**src/rtl/ud_ctrl_pkg.sv**
```systemverilog
// ---------------------------------------------------------------------------
// ud_ctrl_pkg
//   Shared definitions for the up/down counter controller.
//   - ctrl_state_e : sequencer state encodings (IDLE / RUN / PAUSE).
//   - MIN_DIV      : smallest divisor the prescaler will ever use.
//   - rate_div()   : maps a 2-bit rate select onto a clock divisor.
//     Returns the number of clock cycles per count step.
// ---------------------------------------------------------------------------
package ud_ctrl_pkg;

  typedef enum logic [1:0] {
    ST_IDLE  = 2'd0,
    ST_RUN   = 2'd1,
    ST_PAUSE = 2'd2
  } ctrl_state_e;

  // A divisor of 1 would leave no room for the prescaler to return to
  // zero between ticks.
  localparam int unsigned MIN_DIV = 2;

  // sel 0: clk_hz, 1: clk_hz/2, 2: clk_hz/4, 3: clk_hz/10.
  // All divisors are integer-truncated and clamped to MIN_DIV.
  // clk_hz is always a parameter, so this folds into a 4-way
  // constant mux driven by sel.
  function automatic int unsigned rate_div(input int unsigned clk_hz,
                                           input logic [1:0]  sel);
    int unsigned d;
    case (sel)
      2'd0:    d = clk_hz;
      2'd1:    d = clk_hz / 2;
      2'd2:    d = clk_hz / 4;
      default: d = clk_hz / 10;
    endcase
    if (d < MIN_DIV) begin
      d = MIN_DIV;
    end
    return d;
  endfunction

endpackage

```
**src/rtl/ud_tick_gen.sv**
```systemverilog
// ---------------------------------------------------------------------------
// ud_tick_gen
//   Clock-enable prescaler.
//   It divides the clock by a runtime-selectable divisor and produces a
//   registered one-cycle tick. The divisor is reloaded from rate_sel only
//   while the prescaler sits at zero. A rate change made mid-period
//   therefore takes effect from the next period.
//
//   Ports
//     clk       in  1      clock, rising edge
//     rst       in  1      synchronous, active-high
//     en        in  1      count enable (controller is in RUN)
//     clr       in  1      force prescaler to 0 (IDLE, or PAUSE->IDLE)
//     rate_sel  in  2      divisor select, see ud_ctrl_pkg::rate_div
//     step      out 1      combinational: the coming edge ends a period
//     tick      out 1      registered one-cycle pulse, concurrent with step's edge
// ---------------------------------------------------------------------------
module ud_tick_gen
  import ud_ctrl_pkg::*;
#(
  parameter int unsigned CLK_HZ  = 100000000,
  parameter int unsigned PRESC_W = $clog2(CLK_HZ)
) (
  input  logic       clk,
  input  logic       rst,
  input  logic       en,
  input  logic       clr,
  input  logic [1:0] rate_sel,
  output logic       step,
  output logic       tick
);

  // Terminal value (divisor - 1) is stored instead of the divisor itself.
  // It then always fits in PRESC_W bits, even when the divisor equals CLK_HZ.
  localparam logic [PRESC_W-1:0] TERM_RESET = PRESC_W'(CLK_HZ - 1);

  logic [PRESC_W-1:0] presc_q, presc_d;
  logic [PRESC_W-1:0] term_q,  term_d;
  logic               tick_q,  tick_d;

  assign step = en && !clr && (presc_q == term_q);

  always_comb begin
    presc_d = presc_q;
    term_d  = term_q;
    tick_d  = 1'b0;

    // The divisor is latched only at prescaler zero.
    // While at zero, the compare below can never match, since term >= 1.
    // So a reload here cannot shorten the current period.
    if (presc_q == '0) begin
      term_d = PRESC_W'(rate_div(CLK_HZ, rate_sel) - 32'd1);
    end

    if (clr) begin
      presc_d = '0;
    end else if (en) begin
      if (presc_q == term_q) begin
        presc_d = '0;
        tick_d  = 1'b1;
      end else begin
        presc_d = presc_q + PRESC_W'(1);
      end
    end
  end

  always_ff @(posedge clk) begin
    if (rst) begin
      presc_q <= '0;
      term_q  <= TERM_RESET;
      tick_q  <= 1'b0;
    end else begin
      presc_q <= presc_d;
      term_q  <= term_d;
      tick_q  <= tick_d;
    end
  end

  assign tick = tick_q;

endmodule

```
**src/rtl/ud_counter_ctrl.sv**
```systemverilog
// ---------------------------------------------------------------------------
// ud_counter_ctrl
//   Run/pause/stop sequencer for the up/down counter datapath.
//   It edge-detects the start/stop buttons, runs the IDLE/RUN/PAUSE FSM,
//   and owns the bounded modulo count register.
//   The prescaler lives in ud_tick_gen. Single clock domain; it produces
//   only enables, never derived clocks.
//
//   Parameters
//     CLK_HZ     clock frequency; base divisor for rate 0
//     COUNT_W    width of count
//     MAX_COUNT  highest count value; counter is modulo MAX_COUNT+1
//
//   Ports
//     clock_in   in  1        sole clock, rising edge
//     reset      in  1        synchronous, active-high
//     btn_start  in  1        synchronised level; rising edge starts/resumes
//     btn_stop   in  1        synchronised level; rising edge pauses/stops
//     dir_up     in  1        1 = up, 0 = down; sampled on each tick
//     rate_sel   in  2        0:CLK_HZ 1:/2 2:/4 3:/10 cycles per step
//     load       in  1        level; preset count (IDLE/PAUSE only)
//     load_val   in  COUNT_W  preset value, clamped to MAX_COUNT
//     count      out COUNT_W  current count
//     tick       out 1        one-cycle pulse, same cycle count shows new value
//     wrap       out 1        one-cycle pulse with tick when count wrapped
//     state      out 2        0 IDLE, 1 RUN, 2 PAUSE
// ---------------------------------------------------------------------------
module ud_counter_ctrl
  import ud_ctrl_pkg::*;
#(
  parameter int unsigned CLK_HZ    = 100000000,
  parameter int unsigned COUNT_W   = 8,
  parameter int unsigned MAX_COUNT = 99
) (
  input  logic               clock_in,
  input  logic               reset,
  input  logic               btn_start,
  input  logic               btn_stop,
  input  logic               dir_up,
  input  logic [1:0]         rate_sel,
  input  logic               load,
  input  logic [COUNT_W-1:0] load_val,
  output logic [COUNT_W-1:0] count,
  output logic               tick,
  output logic               wrap,
  output logic [1:0]         state
);

  localparam logic [COUNT_W-1:0] MAX_C = COUNT_W'(MAX_COUNT);

  // Edge-detect history and registered pulses.
  // A pulse acts one cycle after its input rises.
  logic btn_start_q, btn_stop_q;
  logic start_p_q,   start_p_d;
  logic stop_p_q,    stop_p_d;

  ctrl_state_e        state_q, state_d;
  logic [COUNT_W-1:0] count_q, count_d;
  logic               wrap_q,  wrap_d;

  logic clear_now;
  logic presc_en;
  logic presc_clr;
  logic step;
  logic load_ok;

  assign start_p_d = btn_start & ~btn_start_q;
  assign stop_p_d  = btn_stop  & ~btn_stop_q;

  // ------------------------------------------------------------------
  // Sequencer next state. When both pulses arrive together, stop wins.
  // ------------------------------------------------------------------
  always_comb begin
    state_d = state_q;
    case (state_q)
      ST_IDLE: begin
        if (start_p_q && !stop_p_q) state_d = ST_RUN;
      end
      ST_RUN: begin
        if (stop_p_q) state_d = ST_PAUSE;
      end
      ST_PAUSE: begin
        if (stop_p_q)       state_d = ST_IDLE;
        else if (start_p_q) state_d = ST_RUN;
      end
      default: state_d = ST_IDLE;
    endcase
  end

  // Stop from PAUSE clears both the count and the prescaler.
  assign clear_now = (state_q == ST_PAUSE) && stop_p_q;

  // The prescaler runs only in RUN and holds its value in PAUSE.
  // It is kept at zero in IDLE, and in the unused encoding.
  assign presc_en  = (state_q == ST_RUN);
  assign presc_clr = clear_now ||
                     ((state_q != ST_RUN) && (state_q != ST_PAUSE));

  assign load_ok   = load && ((state_q == ST_IDLE) || (state_q == ST_PAUSE));

  ud_tick_gen #(
    .CLK_HZ   (CLK_HZ)
  ) u_tick_gen (
    .clk      (clock_in),
    .rst      (reset),
    .en       (presc_en),
    .clr      (presc_clr),
    .rate_sel (rate_sel),
    .step     (step),
    .tick     (tick)
  );

  // ------------------------------------------------------------------
  // Count register.
  // step is only ever asserted in RUN, and load is only honoured in
  // IDLE/PAUSE, so the two are mutually exclusive. The clear on
  // PAUSE->IDLE takes priority over a concurrent load.
  // ------------------------------------------------------------------
  always_comb begin
    count_d = count_q;
    wrap_d  = 1'b0;
    if (clear_now) begin
      count_d = '0;
    end else if (step) begin
      if (dir_up) begin
        if (count_q == MAX_C) begin
          count_d = '0;
          wrap_d  = 1'b1;
        end else begin
          count_d = count_q + COUNT_W'(1);
        end
      end else begin
        if (count_q == '0) begin
          count_d = MAX_C;
          wrap_d  = 1'b1;
        end else begin
          count_d = count_q - COUNT_W'(1);
        end
      end
    end else if (load_ok) begin
      count_d = (load_val > MAX_C) ? MAX_C : load_val;
    end
  end

  // ------------------------------------------------------------------
  // State, count and output registers.
  // During reset the button history follows the inputs. A button held
  // through reset release therefore does not look like a fresh press.
  // With the buttons low, the history resets to zero.
  // ------------------------------------------------------------------
  always_ff @(posedge clock_in) begin
    if (reset) begin
      btn_start_q <= btn_start;
      btn_stop_q  <= btn_stop;
      start_p_q   <= 1'b0;
      stop_p_q    <= 1'b0;
      state_q     <= ST_IDLE;
      count_q     <= '0;
      wrap_q      <= 1'b0;
    end else begin
      btn_start_q <= btn_start;
      btn_stop_q  <= btn_stop;
      start_p_q   <= start_p_d;
      stop_p_q    <= stop_p_d;
      state_q     <= state_d;
      count_q     <= count_d;
      wrap_q      <= wrap_d;
    end
  end

  assign count = count_q;
  assign wrap  = wrap_q;
  assign state = state_q;

endmodule
```
**config.mk**
```make
export PLATFORM = sky130hd
export DESIGN_NAME = ud_counter_ctrl
export DESIGN_NICKNAME = d
export VERILOG_FILES = /design/src/rtl/ud_ctrl_pkg.sv /design/src/rtl/ud_tick_gen.sv /design/src/rtl/ud_counter_ctrl.sv
export SDC_FILE = /design/constraint.sdc
export NUM_CORES = 1
export LEC_CHECK = 0
export CAP_MARGIN = 15
export CORE_MARGIN = 3
export CORE_UTILIZATION = 65
export CTS_CLUSTER_DIAMETER = 80
export CTS_CLUSTER_SIZE = 24
export DETAILED_ROUTE_END_ITERATION = 8
export DONT_BUFFER_PORTS = 1
export PLACE_DENSITY = 0.87
export SETUP_SLACK_MARGIN = 0.4
export SYNTH_ARGS = -nofsm -noshare
export SYNTH_HDL_FRONTEND = slang
export SYNTH_SLANG_ARGS = --single-unit
```
**constraint.sdc**
```tcl
create_clock -name clock_in -period 5.25 [get_ports clock_in]
set_input_delay 1.05 -clock clock_in [delete_from_list [all_inputs] [get_ports clock_in]]
set_output_delay 1.05 -clock clock_in [all_outputs]
set_load 0.1 [all_outputs]
```
==> flow_summary_export.csv, run 1 <==
group,metric,value,unit
floorplan,fp.coreArea,0.00385,mm²
synthesis,synth-adder-area-share,2.29,%
pwr,p_total,777,µW
floorplan,die-area,0.00502,mm²
synthesis,syn-num-nets,371,
setup_path,criticalPathCategory,"flip-flop to flip-flop",
setup_path,crit_arrival,3.55,ns
place,hpwlAfterDp,4380,µm
synthesis,synthArstFlopShare,0,%
min_path,hold_path.class,"flip-flop to flip-flop",
pwr,seqPwrFrac,53.8,%
setup_path,critical-path-top-delay-family,"simple AND/OR/NAND/NOR gates",
finish,mostFrequentLayoutCell,"dfxtp_1",
synthesis,syn_area,0.00273,mm²
setup_path,end_kind,"flip-flop",
routing,drt-initial-drc-count,255,
synthesis,synth_xor_xnor_area_share,10.3,%
pwr,ir_drop,0.202,mV
finish,layout_common_cells,"52 x dfxtp_1, 49 x nor2_1, 41 x nand2_1, 25 x nand3_1, 19 x a21oi_1",
global_routing,grt_max_degree,28,
synthesis,syn-instance-count,350,
setup_path,crit_chain,"nand2b_1 > nor3_2 > nand4_1 > or2_1 > nand2_1 > nor2_1",
timing,slew-limit-headroom,21.8,%
run_status,status,"finished clean",
finish,post_route_cells_drive_above_1_share,5.73,%
clock_tree,cts_buffers,5,
routing,wl_per_cell,15.6,µm
synthesis,synth_mux_area_share,1.56,%
synthesis,synthSimpleGateAreaFrac,30.8,%
pwr,p_comb_share,11.2,%
synthesis,synth_top_family_by_area,"simple AND/OR/NAND/NOR gates",
routing,drt_wl_total,6180,µm
setup_path,cp_max_fo,27,
routing,drt_pass1_iterations,5,
place,portBuffers,0,
timing,rsz0062_at_grt,"false",
pwr,internal_power,571,µW
clock_tree,root_buffer,"clkbuf_8",
timing,setup_violations,0,
global_routing,antenna_found_initial,0,
synthesis,synth.avg_cell_area,7.81,µm²
floorplan,rows,22,
synthesis,synth-seq-cells,52,
global_routing,grt_pass1_wl,10500,µm
job,maxCapViolations,0,
global_routing,grt.overflow.total,0,
clock_tree,clk_pin_slew_worst_paths,0.09,ns
routing,vias,2488,
timing,tns,0,ns
synthesis,synth_warnings,0,
synthesis,synthFlopType,"dfxtp_1",
place,gp_congestion,0.880,
floorplan,die_w,70.9,µm
floorplan,die_h,70.9,µm
finish,layout.nets,369,
floorplan,pin_count,28,
pwr,p_sw,206,µW
clock_tree,h-tree-depth,2,
synthesis,synth_compound_area_share,12.9,%
clock_tree,cts_buffer_depth,2,
clock_tree,post_cts_resized,0,
finish,area_delta_synth_final,5.45,%
synthesis,synth_cell_type_count,46,
clock_tree,cts_tree,"yes",
timing,period_share,64.8,%
setup_path,cp_slowest_cell,"dfxtp_1",
timing,finalMaxSlewViolations,0,
timing,period_needed,3.40,ns
setup_path,regToRegSetupSlack,1.85,ns
routing,antenna_left,0,
global_routing,grt_pass1_vias,2225,
clock_tree,clock_sinks,52,
routing,vias_per_cell,6.27,
timing,max_freq,0.294,GHz
pwr,clkPwrFrac,35.0,%
synthesis,synth_edf_count,0,
routing,drc,0,
setup_path,crit_required,5.40,ns
finish,num_antenna_cells,0,
clock_tree,worstSkewPairLatency,0.30,ns
clock_tree,cts_hold_buffers,0,
timing,fin_worst_skew,0.00357,ns
pwr,sw_frac_of_total,26.5,%
global_routing,grt_usage,25.3,%
synthesis,yosysSeqAreaShare,38.1,%
pwr,powerDensity,270,mW/mm²
setup_path,cp_num_buf_inv,0,
clock_tree,cts_setup_buffers,0,
setup_path,slowest_delay,1.01,ns
floorplan,initial_core_util,70.9,%
timing,worst_slew_pin_slew,1.17,ns
timing,finalHoldViolCount,0,
pwr,leakage,1.01,nW
setup_path,start_kind,"flip-flop",
## cell usage after synthesis, drive strengths merged, types with 7 or more instances
cell / n / area [µm²]
a21oi: 19 / 95.1
a31oi: 8 / 50.1
and3: 9 / 56.3
clkbuf: 10 / 37.5
dfxtp: 52 / 1040
inv: 12 / 45.0
nand2: 41 / 154
nand3: 25 / 125
nand4: 7 / 43.8
nor2: 49 / 184
nor3: 15 / 80.1
o21ai: 12 / 60.1
xnor2: 16 / 140
xor2: 16 / 140
## flip-flops by register name (all words and copies together) (netlist names)
name	flops
u_tick_gen.presc_q	27
u_tick_gen.term_q	9
count	8
state	2
btn_start_q	1
btn_stop_q	1
start_p_q	1
stop_p_q	1
u_tick_gen.tick	1
wrap	1
## power groups by stage
stage                     registers (mW)  clock network, mW  logic (mW)
after floorplan                    0.444                  0      0.0542
after global placement             0.427                  0      0.0844
after detailed placement           0.427                  0      0.0857
after CTS                          0.418              0.277      0.0860
after global routing               0.419              0.289      0.0956
final                              0.418              0.272      0.0873
## per-stage QoR
step	area, µm²	worst slack (ns)	instances	hold WS, ns	util [%]
floorplan	2730	2.50	350	0.372	-
global placement	2770	2.03	389	0.376	71.9
detailed placement	2770	1.95	389	0.383	71.9
CTS	2880	1.88	397	0.396	74.8
global route	2880	1.57	397	0.404	74.8
finish	2880	1.85	397	0.393	74.8
## cell type report
cell class	count	area, µm²
fill	286	971
sequential	52	1040
timing repair buffer	6	45.0
multi-input combinational	271	1580
clock inverter	3	42.5
clock buffer	5	68.8
tap	48	60.1
inverter	12	45.0
## cell families after synthesis
family | count (synthesis)
buffers and inverters | 27
xor gates and xnor gates | 32
muxes | 4
adders and majority gates | 5
and+or+nand+nor | 174
DFF | 52
AOI/OAI and AO/OA | 56
## final timing paths
path,start,to,cells past startpoint
worst max-delay path,state[0]$_SDFFE_PP0P_,u_tick_gen.presc_q[20]$_SDFFE_PP0N_,6
worst min-delay path,btn_stop_q$_DFF_P_,stop_p_q$_SDFF_PP0_,1
worst max register to register,state[0]$_SDFFE_PP0P_,u_tick_gen.presc_q[20]$_SDFFE_PP0N_,6
worst min register to register,btn_stop_q$_DFF_P_,stop_p_q$_SDFF_PP0_,1
## worst reg2reg max path: stages, from the launching register on
cell	delay, ns
dfxtp_1	1.01
nand2b_1	0.31
nor3_2	0.41
nand4_1	0.21
or2_1	0.41
nand2_1	0.74
nor2_1	0.17
## routing by layer
metal	track usage [%]	up-vias	part of all wire (%)
met3	4.40	20	7.7
met2	38.2	123	46
met4	9.81	0	2.8
li1	-	1212	-
met5	0	-	0
met1	35.9	1133	44
Power figures use the tool's default switching activity.
==> run 2: changes to the inputs <==
--- a/config.mk
+++ b/config.mk
@@ -7,12 +7,12 @@
 export LEC_CHECK = 0
 export CAP_MARGIN = 15
 export CORE_MARGIN = 3
-export CORE_UTILIZATION = 65
+export CORE_UTILIZATION = 63
 export CTS_CLUSTER_DIAMETER = 80
 export CTS_CLUSTER_SIZE = 24
 export DETAILED_ROUTE_END_ITERATION = 8
 export DONT_BUFFER_PORTS = 1
-export PLACE_DENSITY = 0.87
+export PLACE_DENSITY = 0.85
 export SETUP_SLACK_MARGIN = 0.4
 export SYNTH_ARGS = -nofsm -noshare
 export SYNTH_HDL_FRONTEND = slang
==> constraint.sdc (replaced) <==
create_clock -name clock_in -period 3.3 [get_ports clock_in]
set_input_delay 0.66 -clock clock_in [delete_from_list [all_inputs] [get_ports clock_in]]
set_output_delay 0.66 -clock clock_in [all_outputs]
set_load 0.1 [all_outputs]
==> flow_summary_export.csv, run 2 (synthesis gave the netlist of run 1 again) <==
group,metric,value,unit
clock_tree,cts_buffers,5,
global_routing,grt_pass1_vias,2290,
timing,slew-limit-headroom,38.0,%
global_routing,antenna_found_initial,0,
timing,setup_violations,0,
clock_tree,cts_hold_buffers,0,
timing,worst_slew_pin_slew,0.928,ns
timing,max_freq,0.419,GHz
finish,largest_register,"u_tick_gen.presc_q",
pwr,ir_drop,0.356,mV
global_routing,grt_use_met1,32.1,%
setup_path,reg2reg_depth,7,
floorplan,pin_count,28,
min_path,hold_path.class,"input port to flip-flop",
floorplan,die_w,71.9,µm
place,gp_congestion,0.884,
finish,mostFrequentLayoutCell,"dfxtp_1",
clock_tree,post_cts_resized,0,
pwr,p_sw,320,µW
routing,drt_wl_total,5900,µm
finish,layout_common_cells,"52 x dfxtp_1, 49 x nor2_1, 41 x nand2_1, 25 x nand3_1, 19 x a21oi_1",
clock_tree,cts_setup_buffers,0,
clock_tree,worstSkewPairLatency,0.30,ns
routing,antenna_left,0,
pwr,p_comb_share,12.0,%
setup_path,r2r_start,"u_tick_gen.presc_q[0]$_SDFFE_PP0N_",
floorplan,rows,23,
finish,multiInputGateArea,0.00158,mm²
job,maxCapViolations,0,
setup_path,crit_required,3.54,ns
min_path,min_from,"btn_start",
timing,tns,0,ns
clock_tree,root_buffer,"clkbuf_8",
finish,layout.nets,374,
timing,period_share,72.3,%
routing,drt-initial-drc-count,199,
routing,drt_pass1_iterations,5,
finish,post_route_cells_drive_above_1_share,6.78,%
timing,fin_worst_skew,0.00771,ns
timing,rsz0062_at_grt,"false",
setup_path,cp_max_fo,12,
pwr,powerDensity,422,mW/mm²
clock_tree,clk_pin_slew_worst_paths,0.09,ns
finish,largest_reg_flops,27,
setup_path,crit_arrival,2.63,ns
pwr,leakage,1.03,nW
finish,ff_latch_area,0.00104,mm²
place,hpwlAfterDp,4280,µm
global_routing,gr-usage-met2,40.2,%
timing,period_needed,2.39,ns
routing,vias,2427,
setup_path,start_kind,"flip-flop",
clock_tree,clock_sinks,52,
floorplan,die-area,0.00517,mm²
global_routing,grt_usage,24.6,%
finish,num_antenna_cells,0,
setup_path,end_kind,"flip-flop",
global_routing,grt_max_degree,28,
global_routing,use_met3,5.19,%
pwr,sw_frac_of_total,25.9,%
routing,vias_per_cell,6.01,
min_path,worstHoldEndpoint,"btn_start_q$_DFF_P_",
pwr,internal_power,912,µW
global_routing,grt.overflow.total,0,
global_routing,grt_pass1_wl,10300,µm
clock_tree,cts_tree,"yes",
min_path,hold_depth,0,
clock_tree,cts_buffer_depth,2,
global_routing,busiest_layer,"met2",
setup_path,criticalPathCategory,"flip-flop to flip-flop",
routing,drc,0,
pwr,clkPwrFrac,34.6,%
timing,finalHoldViolCount,0,
floorplan,die_h,71.9,µm
timing,layout_setup_ws,0.914,ns
finish,n_fill_cell,344,
routing,wl_per_cell,14.6,µm
clock_tree,h-tree-depth,2,
finish,area_delta_synth_final,6.77,%
run_status,status,"finished clean",
place,dp_slack,0.931,ns
floorplan,fp.coreArea,0.00409,mm²
setup_path,r2r-end,"count[7]$_SDFFE_PP0P_",
pwr,seqPwrFrac,53.4,%
setup_path,regToRegSetupSlack,0.91,ns
floorplan,initial_core_util,66.9,%
timing,finalMaxSlewViolations,0,
place,portBuffers,0,
run 2: layer usage:
metal / vias up / wire length [µm]
met3: 9 / 295
met2: 70 / 2740
met1: 1121 / 2770
met5: - / 0
met4: 0 / 88
li1: 1227 / -
run 2: power groups by stage:
stage	registers [mW]	clock network, mW	logic [mW]
floorplan	0.707	0	0.0862
global placement	0.671	0	0.145
detailed placement	0.671	0	0.146
CTS	0.657	0.432	0.147
global route	0.660	0.455	0.162
finish	0.657	0.426	0.148
run 2: area by class of cell:
type                    count  share of cell area (%)
well taps                  50                    2.14
repair buffers             11                    2.83
inverters                  12                    1.54
flip-flops and latches     52                    35.7
multi-input cells         271                    54.1
clock buffers               6                    2.49
clock inverters             2                    1.20
run 2: worst max path at each step:
stage	start	to	slack, ns	cells after the start
2_1_floorplan	state[0]$_SDFFE_PP0P_	u_tick_gen.presc_q[14]$_SDFFE_PP0N_	0.55	8
3_3_place_gp	u_tick_gen.presc_q[17]$_SDFFE_PP0N_	count[7]$_SDFFE_PP0P_	1.00	6
3_5_place_dp	u_tick_gen.presc_q[0]$_SDFFE_PP0N_	count[7]$_SDFFE_PP0P_	0.93	7
4_1_cts	u_tick_gen.presc_q[0]$_SDFFE_PP0N_	count[7]$_SDFFE_PP0P_	0.92	7
5_1_grt	u_tick_gen.presc_q[13]$_SDFFE_PP0N_	count[7]$_SDFFE_PP0P_	0.68	6
6_report	u_tick_gen.presc_q[0]$_SDFFE_PP0N_	count[7]$_SDFFE_PP0P_	0.91	7
run 2: metrics by stage:
step | util [%] | power [mW] | hold WS [ns] | cell area (µm²) | instances
global placement | 68.8 | 0.816 | 0.380 | 2810 | 396
detailed placement | 68.8 | 0.818 | 0.390 | 2810 | 396
finish | 71.4 | 1.23 | 0.378 | 2920 | 404
global route | 71.4 | 1.28 | 0.361 | 2920 | 404
floorplan | - | 0.793 | 0.372 | 2730 | 350
CTS | 71.4 | 1.24 | 0.372 | 2920 | 404
run 2: worst max-delay path: stages, from the launching register on:
cell and delay (ns):
dfxtp_1 0.39, ha_1 0.20, nand2_1 0.07, nor3_2 0.32
nand4_1 0.21, or2_1 0.42, or4b_1 0.55, a31oi_1 0.17
